===== config.mk =====
export PLATFORM = sky130hd
export DESIGN_NAME = div_seq
export DESIGN_NICKNAME = d
export VERILOG_FILES = /design/src/rtl/div_seq.sv
export SDC_FILE = /design/constraint.sdc
export NUM_CORES = 1
export LEC_CHECK = 0
export CORE_MARGIN = 2
export CORE_UTILIZATION = 54
export DETAILED_ROUTE_END_ITERATION = 16
export PLACE_DENSITY_LB_ADDON = 0.08
export SETUP_SLACK_MARGIN = 0.05
export SYNTH_ARGS = -nofsm -noshare
export SYNTH_HDL_FRONTEND = slang
export SYNTH_SLANG_ARGS = --single-unit

===== constraint.sdc =====
create_clock -name clk -period 4 [get_ports clk]
set_input_delay 0.6 -clock clk [delete_from_list [all_inputs] [get_ports clk]]
set_output_delay 0.6 -clock clk [all_outputs]
set_load 0.005 [all_outputs]

===== src/rtl/div_seq.sv =====
// Sequential unsigned restoring divider: 2*RADIX-bit dividend by RADIX-bit divisor,
// one quotient bit per clock, with divide-by-zero and quotient-overflow short cuts.
module div_seq #(
    parameter int RADIX = 32
) (
    input  logic                 clk,
    input  logic                 reset,
    input  logic                 start,
    input  logic [2*RADIX-1:0]   A,
    input  logic [RADIX-1:0]     B,
    output logic                 ready,
    output logic                 valid,
    output logic [RADIX-1:0]     Q,
    output logic [RADIX-1:0]     R,
    output logic                 div_by_zero,
    output logic                 overflow
);

    // state | meaning
    // IDLE  | waiting for start, ready=1
    // CALC  | one restoring step per cycle, RADIX steps
    // DONE  | one-cycle valid pulse, then back to IDLE
    typedef enum logic [1:0] {
        IDLE = 2'd0,
        CALC = 2'd1,
        DONE = 2'd2
    } state_t;

    localparam int CW = (RADIX > 1) ? $clog2(RADIX) : 1;

    state_t             state_q, state_d;
    logic [CW-1:0]      cnt_q, cnt_d;
    logic [RADIX-1:0]   rem_q, rem_d;
    logic [RADIX-1:0]   shift_q, shift_d;
    logic [RADIX-1:0]   b_q, b_d;
    logic [RADIX-1:0]   quo_q, quo_d;
    logic [RADIX-1:0]   res_r_q, res_r_d;
    logic               dbz_q, dbz_d;
    logic               ovf_q, ovf_d;

    logic [RADIX-1:0]   a_hi, a_lo;
    logic               accept;
    logic               b_zero;
    logic               a_ovf;
    logic               last_iter;
    logic [RADIX:0]     trial;
    logic [RADIX-1:0]   diff;
    logic               q_bit;

    assign a_hi      = A[2*RADIX-1:RADIX];
    assign a_lo      = A[RADIX-1:0];
    assign accept    = (state_q == IDLE) && start;
    assign b_zero    = (B == '0);
    assign a_ovf     = (a_hi >= B);
    assign last_iter = (cnt_q == CW'(RADIX - 1));

    // rem_q < b_q holds before every step, so its would-be top bit is always 0
    // and the remainder register only needs RADIX bits.
    assign trial = {rem_q, shift_q[RADIX-1]};
    assign q_bit = (trial >= {1'b0, b_q});
    assign diff  = trial[RADIX-1:0] - b_q;

    always_ff @(posedge clk) begin
        if (reset) begin
            state_q <= IDLE;
        end else begin
            state_q <= state_d;
        end
    end

    always_comb begin
        state_d = state_q;
        case (state_q)
            IDLE: begin
                if (start) begin
                    state_d = (b_zero || a_ovf) ? DONE : CALC;
                end
            end
            CALC: begin
                if (last_iter) begin
                    state_d = DONE;
                end
            end
            DONE:    state_d = IDLE;
            default: state_d = IDLE;
        endcase
    end

    always_comb begin
        ready = 1'b0;
        valid = 1'b0;
        case (state_q)
            IDLE:    ready = 1'b1;
            DONE:    valid = 1'b1;
            default: ;
        endcase
    end

    always_comb begin
        cnt_d   = cnt_q;
        rem_d   = rem_q;
        shift_d = shift_q;
        b_d     = b_q;
        quo_d   = quo_q;
        res_r_d = res_r_q;
        dbz_d   = dbz_q;
        ovf_d   = ovf_q;

        if (accept) begin
            b_d   = B;
            dbz_d = 1'b0;
            ovf_d = 1'b0;
            if (b_zero) begin
                quo_d   = '1;
                res_r_d = a_lo;
                dbz_d   = 1'b1;
            end else if (a_ovf) begin
                quo_d   = '1;
                res_r_d = '0;
                ovf_d   = 1'b1;
            end else begin
                rem_d   = a_hi;
                shift_d = a_lo;
                cnt_d   = '0;
            end
        end else if (state_q == CALC) begin
            rem_d   = q_bit ? diff : trial[RADIX-1:0];
            shift_d = {shift_q[RADIX-2:0], q_bit};
            cnt_d   = cnt_q + CW'(1);
            if (last_iter) begin
                quo_d   = shift_d;
                res_r_d = rem_d;
            end
        end
    end

    always_ff @(posedge clk) begin
        if (reset) begin
            cnt_q   <= '0;
            rem_q   <= '0;
            shift_q <= '0;
            b_q     <= '0;
            quo_q   <= '0;
            res_r_q <= '0;
            dbz_q   <= 1'b0;
            ovf_q   <= 1'b0;
        end else begin
            cnt_q   <= cnt_d;
            rem_q   <= rem_d;
            shift_q <= shift_d;
            b_q     <= b_d;
            quo_q   <= quo_d;
            res_r_q <= res_r_d;
            dbz_q   <= dbz_d;
            ovf_q   <= ovf_d;
        end
    end

    assign Q           = quo_q;
    assign R           = res_r_q;
    assign div_by_zero = dbz_q;
    assign overflow    = ovf_q;

endmodule

* Word-level counts from Yosys, hierarchy flattened *
Index checks and enable logic that the tools add are counted.

word-level totals
  register bits after elaboration = 169
  output and inout port bits = 68

operators by class
  $add $sub $neg = 2
  magnitude comparators = 2
  equal/unequal tests = 8
  multiplexer cells = 32
  reduce and logical (&&, ||, !) cells = 9

operator list
  operator                                                                 number
  32-bit 2-to-1 mux                                                        19
  33-bit by 32-bit >= comparator with 1-bit output                         1
  32-bit >= comparator                                                     1
  32-bit zero test                                                         1
  32-bit subtractor                                                        1
  5-bit 2-to-1 mux                                                         4
  2-bit inequality test, second input constant                             4
  2-bit 2-to-1 mux                                                         3
  3-bit AND reduction                                                      2
  5-bit by 1-bit adder with 5-bit output, second input constant            1
  5-bit == test, second input constant                                     1
  1-bit 2-to-1 mux                                                         5
  2-bit one-hot mux with 2 select lines                                    1
  2-bit nonzero test                                                       2
  3-bit by 1-bit inequality test with 1-bit output, second input constant  1
  2-bit by 1-bit == test with 1-bit output, second input constant          1
  2-bit == test, second input constant                                     1
  2-bit zero test                                                          1
  2-bit AND reduction                                                      1
  1-bit logical AND                                                        1
  1-bit logical OR                                                         1

* Logic depth before layout (Yosys ltp) *
Gate-level depths: netlist (run 1).

  depth after elaboration = 5
  gate-level depth with buffers = 15
  depth with buffers taken out = 13

* Least setup slack after synthesis (run 1) *
Ideal clock, no wire load.

  path kind = input -> register
  start point = input port B[29]
  end point = register shift_q[10]
  setup time = 142 ps
  arrival = 2912 ps
  path slack = 946 ps
  stages on the path = 13
  path through = inv_1 -> ha_1 -> a21o_1 -> a21o_1 -> a21oi_1 -> o21ai_0 -> a211oi_1 -> a21o_1 -> a31o_2 -> buf_2 -> buf_2 -> buf_1 -> a311oi_1

between the ends
  word-level cells in the longest chain between the ends = 3

ends and longest elaborated chain
  item                                                      RTL line  text
  from (decl)                                               10        input logic [RADIX-1:0] B,
  32-bit >= comparator or 32-bit zero test (tied branches)  54, 53
  2-bit inequality test (no source line)                    --
  3-bit AND reduction (no source line) *                    --
  to (signal assigned)                                      150       shift_q <= shift_d;
  to (decl)                                                 34        logic [RADIX-1:0] shift_q, shift_d;

Every way passes the cells marked *; elsewhere a longest branch is shown, timed or not.
A chain may end at the register's enable or synchronous reset.

* Final worst setup path (run 1) *
  start point = register rem_q[2]
  end point = register res_r_q[27] (netlist: R[27])

between the ends
  word-level cells in the longest chain between the ends = 5

ends and longest elaborated chain
  item                                                                                   RTL line  text
  from (decl)                                                                            33        logic [RADIX-1:0] rem_q, rem_d;
  from (signal assigned)                                                                 149       rem_q <= rem_d;
  32-bit subtractor or 33-bit by 32-bit >= comparator with 1-bit output (tied branches)  61, 60
  32-bit 2-to-1 mux *                                                                    127       rem_d = q_bit ? diff : trial[RADIX-1:0];
  32-bit 2-to-1 mux *                                                                    130       if (last_iter) begin
  32-bit 2-to-1 mux *                                                                    126       end else if (state_q == CALC) begin
  32-bit 2-to-1 mux *                                                                    109       if (accept) begin
  to (signal assigned)                                                                   153       res_r_q <= res_r_d;
  to (decl)                                                                              37        logic [RADIX-1:0] res_r_q, res_r_d;

Every way passes the cells marked *; elsewhere a longest branch is shown, timed or not. The select of a mux whose other input is x is not followed.

==> results.md, run 1 <==
* Status: completed
* Worst slew margin at between 40 and 50%
* Final wirelength at 32.29 mm
* Setup TNS at 0 ns
* CTS Buf Count at 17
* Clock-pin slew on the worst setup and hold paths at ~0.080 ns
* Seq. cell area at 3383 um2
* Filler cell count at 1607
* Maximum clock frequency at around 0.27 GHz
* CTS tree: done
* Proportion of synthesized area in mux cells at 2.688%
* Combinational share of power at roughly 50%
* R2r endpoint: R[27]
* Worst-Skew Late Latency at 0.44 ns
* Crit-path max cell delay at 0.75 ns
* Synth top area cells: dfxtp_1, nand2_1, ha_1, a311oi_1, nor2_1
* Via density at 6.110
* Switch Pwr at ~3300 uW
* Final min period at 3.644 ns
* Int Power at 4487 uW
* Number of synthesized flops with an enable pin at 0
* Setup-failing EPs final at 0
* First-pass GRT wire length at slightly above 50 mm
* DP HPWL at 24.18 mm
* Max cap viols at 0
* Mean Syn Cell Area at a little under 8 um2
* Largest family of logic cells by synthesized area: compound AO/OA/AOI/OAI gates
* Residual DRC at 0
* Synth Area in XOR/XNOR at between 2 and 2.5%
* Slowest stage cell, crit path: a2111oi_0
* Nature of the critical path endpoint: flip-flop
* Buffers on Ports at 166
* Final worst-path cycle share at 91.11%
* GRT overflow at 0
* Slew @ Worst Pin at 0.8083 ns
* Rows at 50
* Register-to-Register Setup Slack at 0.36 ns
* CP Max Fanout at 5
* Chip Width at between 100 and 150 um
* Startpoint Class: flip-flop
* RSZ-0062 raised after global routing: no
* Pins Over Slew Limit at 0
* Post-CTS Hold Buffers at 0
* Post-Route Utilization at 68.45%
* Resized cells post-CTS at 0
* Via Count at approximately 10000
* Multi-input gate area at a little over 6000 um2
* Critical path arrival at 3.92 ns
* Leak pwr at 0.005081 uW
* Post-synthesis register bit count at approximately 170
* Hold wc startpoint: b_q[20]
* FFs w/ async S/R, synth at 0%
* Synth Area in Compound Gates at 26.14%
* # H-tree levels at 4
* Initial antenna violation count at 1
* Largest vdd supply drop at 0.3567 mV
* Worst r2r src: rem_q[2]
* Data required time at the worst endpoint at 4.28 ns
* Vias in the first global route at 9528
* Wirelength per Cell at just under 20 um
* Hold Path Cell Cnt at 2
* Final Skew at 0.01330 ns
* Top-count cell post-synth: nand2_1
* Top-area cell type share of the netlist area at 33.49%
* Sw Share at 42.04%
* Worst hold path class: flip-flop to flip-flop
* Die Y at between 100 and 150 um
* Core ar. at 18520 um2
* Clock Tree Buf Depth at 2
* Post-DRT Antenna Nets at 0
* Power Density at around 610 nW/um2
* GRT Overall Usage at 32.73%
* Syn-to-layout area delta at 25.48%
* Largest net degree at the start of global routing at 102
* Clk pwr share at between 20 and 25%
* Seq pwr share at 27.8%
* Worst-path cell chain: ha_1 > a21o_1 > a21oi_1 > a21oi_1 > o311ai_0 > buf_4 > a311oi_2 > nor3_1 > nor4_1 > a2111oi_0 > a2111oi_0
* I/O pins at 167
* Hold EP: b_q[20]
* Top_reg_cell synth: dfxtp_1
* Post-synth net total at 1443
* Synth Area in Simple Gates at 20.70%
* Crit path kind: flip-flop to flip-flop
* Post-synth top area cell: dfxtp_1
* Nets at approximately 1600
* DIE AREA at about 20000 um2
* Clock Sink Count at approximately 170
* GP Congestion at 0.9471
* Post-Synthesis Cells at 1277
* Root buffer cell: clkbuf_16
* Final Hold Fails at 0
* FF-to-FF path depth at 11
* Initial Util at 54.55%
* Yosys cell types at 76
* Setup Buffers After CTS at 0
* Share of cells above drive strength 1 at 10.34%
* Yosys Warn Count at 0
* Mapped Area at 10100 um2
* Drt initial violations at 949
* Seq/Total Area, Yosys at 33.49%
* First-pass DRT Iterations at 5
* Adder-cell share of the synthesized area at ~8.4%
* Most frequent cells after synthesis: nand2_1, dfxtp_1, nor2_1, a21oi_1, inv_1
==> worst max-delay path by stage <==
stage	start	endpoint	slack, ns	cells after the start
global route	b_q[22]	R[22]	0.16	12
detailed placement	B[21]	shift_q[29]	0.05	14
global placement	B[21]	shift_q[11]	0.22	14
CTS	b_q[22]	rem_q[28]	0.50	12
finish	rem_q[2]	R[27]	0.36	11
floorplan	B[29]	shift_q[10]	0.95	13
==> power groups by stage <==
stage	registers [uW]	logic, uW	clock network, uW
floorplan	2130	2660	0
global placement	2180	3760	0
detailed placement	2180	3800	0
CTS	2150	3820	1710
global route	2180	4230	1780
finish	2150	3890	1700
==> logic make-up (layout without fill, tap and decap cells) <==
| kind of cell | count (synthesis) | after routing |
|---|---|---|
| and+or+nand+nor | 483 | 483 |
| AOI/OAI and AO/OA | 348 | 348 |
| xor gates and xnor gates | 25 | 25 |
| other | 0 | 1 |
| buffers and inverters | 162 | 306 |
| DFF | 169 | 169 |
| adders and majority gates | 67 | 67 |
| muxes | 23 | 23 |
==> through the flow <==
step / hold slack, ns / power (uW) / area, um2 / std cells / worst slack (ns)
floorplan: 0.4363 / 4786 / 10100 / 1277 / 0.9458
global placement: 0.4431 / 5939 / 12060 / 1623 / 0.2221
detailed placement: 0.4463 / 5983 / 12060 / 1623 / 0.05466
CTS: 0.4568 / 7676 / 12670 / 1655 / 0.4981
global route: 0.4739 / 8192 / 12670 / 1655 / 0.1626
finish: 0.4578 / 7741 / 12670 / 1656 / 0.3557
==> metal layers <==
layer | part of all wire [%] | track usage [%] | vias to the layer above | routed length (um)
li1 | - | - | 4885 | -
met3 | 6.6 | 5.231 | 70 | 2117
met2 | 45 | 52.17 | 401 | 14650
met4 | 4.1 | 15.58 | 0 | 1308
met1 | 44 | 43.55 | 4762 | 14210
met5 | 0 | 0 | - | 0
==> worst max-delay path: cells and delay by family (launching register included) <==
kind | cells | cell delay [ns]
buffers and inverters | 1 | 0.22
adders and majority gates | 1 | 0.38
AOI/OAI and AO/OA | 7 | 2.20
DFF | 1 | 0.35
and+or+nand+nor | 2 | 0.33
==> flip-flops by register name, summed over array words and instances (netlist names) <==
| name | flops |
|---|---|
| Q | 32 |
| overflow | 1 |
| shift_q | 32 |
| rem_q | 32 |
| b_q | 32 |
| div_by_zero | 1 |
| R | 32 |
| state_q | 2 |
| cnt_q | 5 |
==> layout by cell type, fill, tap and decap left out, types with 4 or more instances in the layout <==
master,n
and3_1,9
nand3_1,43
o211ai_2,6
nor2_1,127
nand2b_1,8
clkdlybuf4s50_1,165
a21o_1,25
inv_1,70
mux2_2,9
a21oi_1,93
ha_1,66
o211ai_1,9
o31a_1,4
o31ai_1,4
buf_12,6
buf_4,32
o21a_1,5
dfxtp_1,169
o32ai_1,8
or3_1,4
a31oi_1,8
o21ai_0,31
clkinv_4,4
nand4_1,12
a311oi_1,61
nor4_1,12
mux2_4,6
a211oi_1,14
clkbuf_16,17
nand2_1,225
nor3_1,17
nor2b_1,6
a2111oi_0,5
clkinv_8,4
inv_8,5
xor2_1,10
o221a_2,35
mux2i_1,8
xnor2_1,15
==> final cells by class <==
cell class | instances | area share (%)
diodes | 1 | 0.01974
clock buffers | 17 | 3.356
clock inverters | 15 | 1.491
inverters | 71 | 2.103
multi-input cells | 946 | 48.15
flip-flops and latches | 169 | 26.69
well taps | 234 | 2.310
repair buffers | 203 | 15.87
Note: power is estimated with default switching activity, not from simulation.
==> inputs of run 2 (changes only) <==
--- a/config.mk
+++ b/config.mk
@@ -5,8 +5,9 @@
 export SDC_FILE = /design/constraint.sdc
 export NUM_CORES = 1
 export LEC_CHECK = 0
-export CORE_MARGIN = 2
+export CORE_MARGIN = 3
 export CORE_UTILIZATION = 54
+export CTS_CLUSTER_DIAMETER = 80
 export DETAILED_ROUTE_END_ITERATION = 16
 export PLACE_DENSITY_LB_ADDON = 0.08
 export SETUP_SLACK_MARGIN = 0.05
==> run 2 against run 1 <==
  * Final cell count shrank 0.97%
  * Via count is 0.25% lower
  * Worst setup slack got worse by 0.035 ns
  * Critical path depth rose by 2
  * Utilization is 0.96 points higher
  * First-iteration DRC count up 7.1%
  * Die area increased by 2.9%
  * Hold slack got worse by 0.0015 ns
==> results.md, run 2 (synthesis gave the netlist of run 1 again) <==
* Setup TNS at 0 ns (unchanged)
* Clk pwr share at 21.5% (was 22.0%)
* Met3 usage at 5.459% (was 5.231%)
* DIE AREA at 20380 um2 (was 19810 um2)
* Largest vdd supply drop at 0.3601 mV (was 0.3567 mV)
* I/O pins at 167 (unchanged)
* Nets at 1564 (was 1574)
* Most used cell, CP: a21o_1
* M2 GR Usage at 51.01% (was 52.17%)
* Die Y at 142.8 um (was 140.8 um)
* Clock-pin slew on the worst setup and hold paths at 0.07 ns (was 0.08 ns)
* RSZ-0062 raised after global routing: no (unchanged)
* Hold Path Cell Cnt at 2 (unchanged)
* Switch Pwr at 3244 uW (was 3254 uW)
* Clock Tree Buf Depth at 2 (unchanged)
* Residual DRC at 0 (unchanged)
* Filler cell count at 1541 (was 1607)
* Post-DRT Antenna Nets at 0 (unchanged)
* Worst slew margin at 45.84% (was 44.72%)
* First-pass GRT wire length at 49.91 mm (was 51.21 mm)
* Max cap viols at 0 (unchanged)
* Crit path kind: primary input to flip-flop (was flip-flop to flip-flop)
* Worst hold path class: flip-flop to flip-flop (unchanged)
* Nature of the critical path endpoint: flip-flop (unchanged)
* Slew @ Worst Pin at 0.8075 ns (was 0.8083 ns)
* Placed Instances at 1608 (was 1623)
* CTS Buf Count at 17 (unchanged)
* N_diodes at 0 (was 1)
* Met1 usage at 42.10% (was 43.55%)
* Final Skew at 0.01160 ns (was 0.01330 ns)
* Pins Over Slew Limit at 0 (unchanged)
* Design Area, Final at 12590 um2 (was 12670 um2)
* Combinational share of power at 50.5% (was 50.2%)
* Core ar. at 18150 um2 (was 18520 um2)
* Share of cells above drive strength 1 at 9.709% (was 10.34%)
* Seq pwr share at 28.0% (was 27.8%)
* Power Density at 611.8 nW/um2 (was 610.7 nW/um2)
* Startpoint Class: primary input (was flip-flop)
* Commonest non-fill, non-tap cell in the layout: nand2_1 (unchanged)
* GP Congestion at 0.9607 (was 0.9471)
* Setup-failing EPs final at 0 (unchanged)
* Final min period at 3.680 ns (was 3.644 ns)
* GRT overflow at 0 (unchanged)
* Via Count at 10093 (was 10118)
* Drt initial violations at 1016 (was 949)
* Via density at 6.154 (was 6.110)
* Maximum clock frequency at 0.2718 GHz (was 0.2744 GHz)
* Status: completed (unchanged)
* Chip Width at 142.8 um (was 140.8 um)
* FF-to-FF path depth at 11 (unchanged)
* Int Power at 4461 uW (was 4487 uW)
* Rows at 49 (was 50)
* # H-tree levels at 4 (unchanged)
* Setup Buffers After CTS at 0 (unchanged)
* Initial antenna violation count at 0 (was 1)
* Resized cells post-CTS at 0 (unchanged)
* CP Max Fanout at 14 (was 5)
* Root buffer cell: clkbuf_16 (unchanged)
* Sw Share at 42.10% (was 42.04%)
* Worst-Skew Late Latency at 0.43 ns (was 0.44 ns)
* GR peak layer: met2 (unchanged)
* Leak pwr at 0.005033 uW (was 0.005081 uW)
* Crit-path max cell delay at 0.73 ns (was 0.75 ns)
* Vias in the first global route at 9280 (was 9528)
* Wirelength per Cell at 19.77 um (was 19.50 um)
* Final worst-path cycle share at 92.00% (was 91.11%)
* Most frequent cells in the layout: nand2_1, dfxtp_1, clkdlybuf4s50_1, nor2_1, a21oi_1 (unchanged)
* CTS tree: done (unchanged)
* Clock Sink Count at 169 (unchanged)
* GRT Overall Usage at 31.08% (was 32.73%)
* Placed inst area at 11990 um2 (was 12060 um2)
* Final Hold Fails at 0 (unchanged)
* Final non-filler cell total at 1640 (was 1656)
* Initial Util at 55.66% (was 54.55%)
* Critical path arrival at 3.98 ns (was 3.92 ns)
* Syn-to-layout area delta at 24.69% (was 25.48%)
* Final wirelength at 32.42 mm (was 32.29 mm)
* Slowest stage cell, crit path: a211oi_1 (was a2111oi_0)
* First-pass DRT Iterations at 5 (unchanged)
* Worst-path cell chain: clkdlybuf4s50_1 > inv_1 > ha_1 > a21o_1 > a21o_1 > a21oi_1 > o21ai_0 > a211oi_1 > o31a_1 > o31ai_4 > buf_4 > o211a_1 > a2111oi_0 (was ha_1 > a21o_1 > a21oi_1 > a21oi_1 > o311ai_0 > buf_4 > a311oi_2 > nor3_1 > nor4_1 > a2111oi_0 > a2111oi_0)
* Largest net degree at the start of global routing at 100 (was 102)
* Data required time at the worst endpoint at 4.30 ns (was 4.28 ns)
* Buffers on Ports at 166 (unchanged)
* Post-CTS Hold Buffers at 0 (unchanged)
* Pwr Total at 7705 uW (was 7741 uW)
* DP HPWL at 23.87 mm (was 24.18 mm)
-- run 2: cell types whose count changed in the layout (fill, tap and decap cells not counted) --
cell      delta
diode_2      -1
inv_12       -2
clkinv_8     +2
inv_6        +3
buf_4       -11
inv_8        -2
clkinv_2     +1
buf_12       +1
clkinv_4     -2
-- run 2: area by class of cell --
cell class | instances | area (um2) | area share, %
clock buffer | 17 | 425.4 | 3.378
clock inverter | 15 | 180.2 | 1.431
inverter | 71 | 266.5 | 2.116
multi-input combinational | 946 | 6103 | 48.46
sequential | 169 | 3383 | 26.86
tap | 229 | 286.5 | 2.275
timing repair buffer | 193 | 1949 | 15.48
-- run 2: final timing paths --
path / startpoint / to / slack (ns)
min: b_q[11] / b_q[11] / 0.46
max: B[29] / R[23] / 0.32
min reg2reg: b_q[11] / b_q[11] / 0.46
max reg2reg: b_q[7] / R[27] / 0.43
-- run 2: per-layer routing --
| layer | share of wire [%] | vias to the layer above |
|---|---|---|
| met5 | 0 | - |
| met4 | 2.5 | 0 |
| met3 | 7.1 | 57 |
| met2 | 47 | 419 |
| met1 | 44 | 4744 |
| li1 | - | 4873 |
-- run 2: power groups by stage --
stage | Sequential (uW) | Combinational [uW] | Clock (uW)
6_report | 2160 | 3890 | 1660
3_3_place_gp | 2180 | 3750 | 0
2_1_floorplan | 2130 | 2660 | 0
3_5_place_dp | 2180 | 3780 | 0
5_1_grt | 2180 | 4230 | 1740
4_1_cts | 2150 | 3830 | 1670
-- run 2: worst max-delay path, delay by kind of cell --
family                     cells  cell delay [ns]
AOI/OAI and AO/OA              9             2.27
buffers and inverters          3             0.82
adders and majority gates      1             0.29
-- run 2: through the flow --
| stage | setup WS, ns | hold WS, ns | utilization (%) |
|---|---|---|---|
| 6_report | 0.3202 | 0.4563 | 69.40 |
| 5_1_grt | 0.08353 | 0.4686 | 69.40 |
| 4_1_cts | 0.3565 | 0.4567 | 69.40 |
| 3_5_place_dp | -0.04042 | 0.4469 | 66.06 |
| 3_3_place_gp | 0.1094 | 0.4427 | 66.06 |
| 2_1_floorplan | 0.9458 | 0.4363 | - |
==> inputs of run 3 (changes only) <==
--- a/config.mk
+++ b/config.mk
@@ -7,7 +7,6 @@
 export LEC_CHECK = 0
 export CORE_MARGIN = 3
 export CORE_UTILIZATION = 54
-export CTS_CLUSTER_DIAMETER = 80
 export DETAILED_ROUTE_END_ITERATION = 16
 export PLACE_DENSITY_LB_ADDON = 0.08
 export SETUP_SLACK_MARGIN = 0.05
==> results of run 3 <==
Final layout, timing and power as in run 2 (identical DEF).
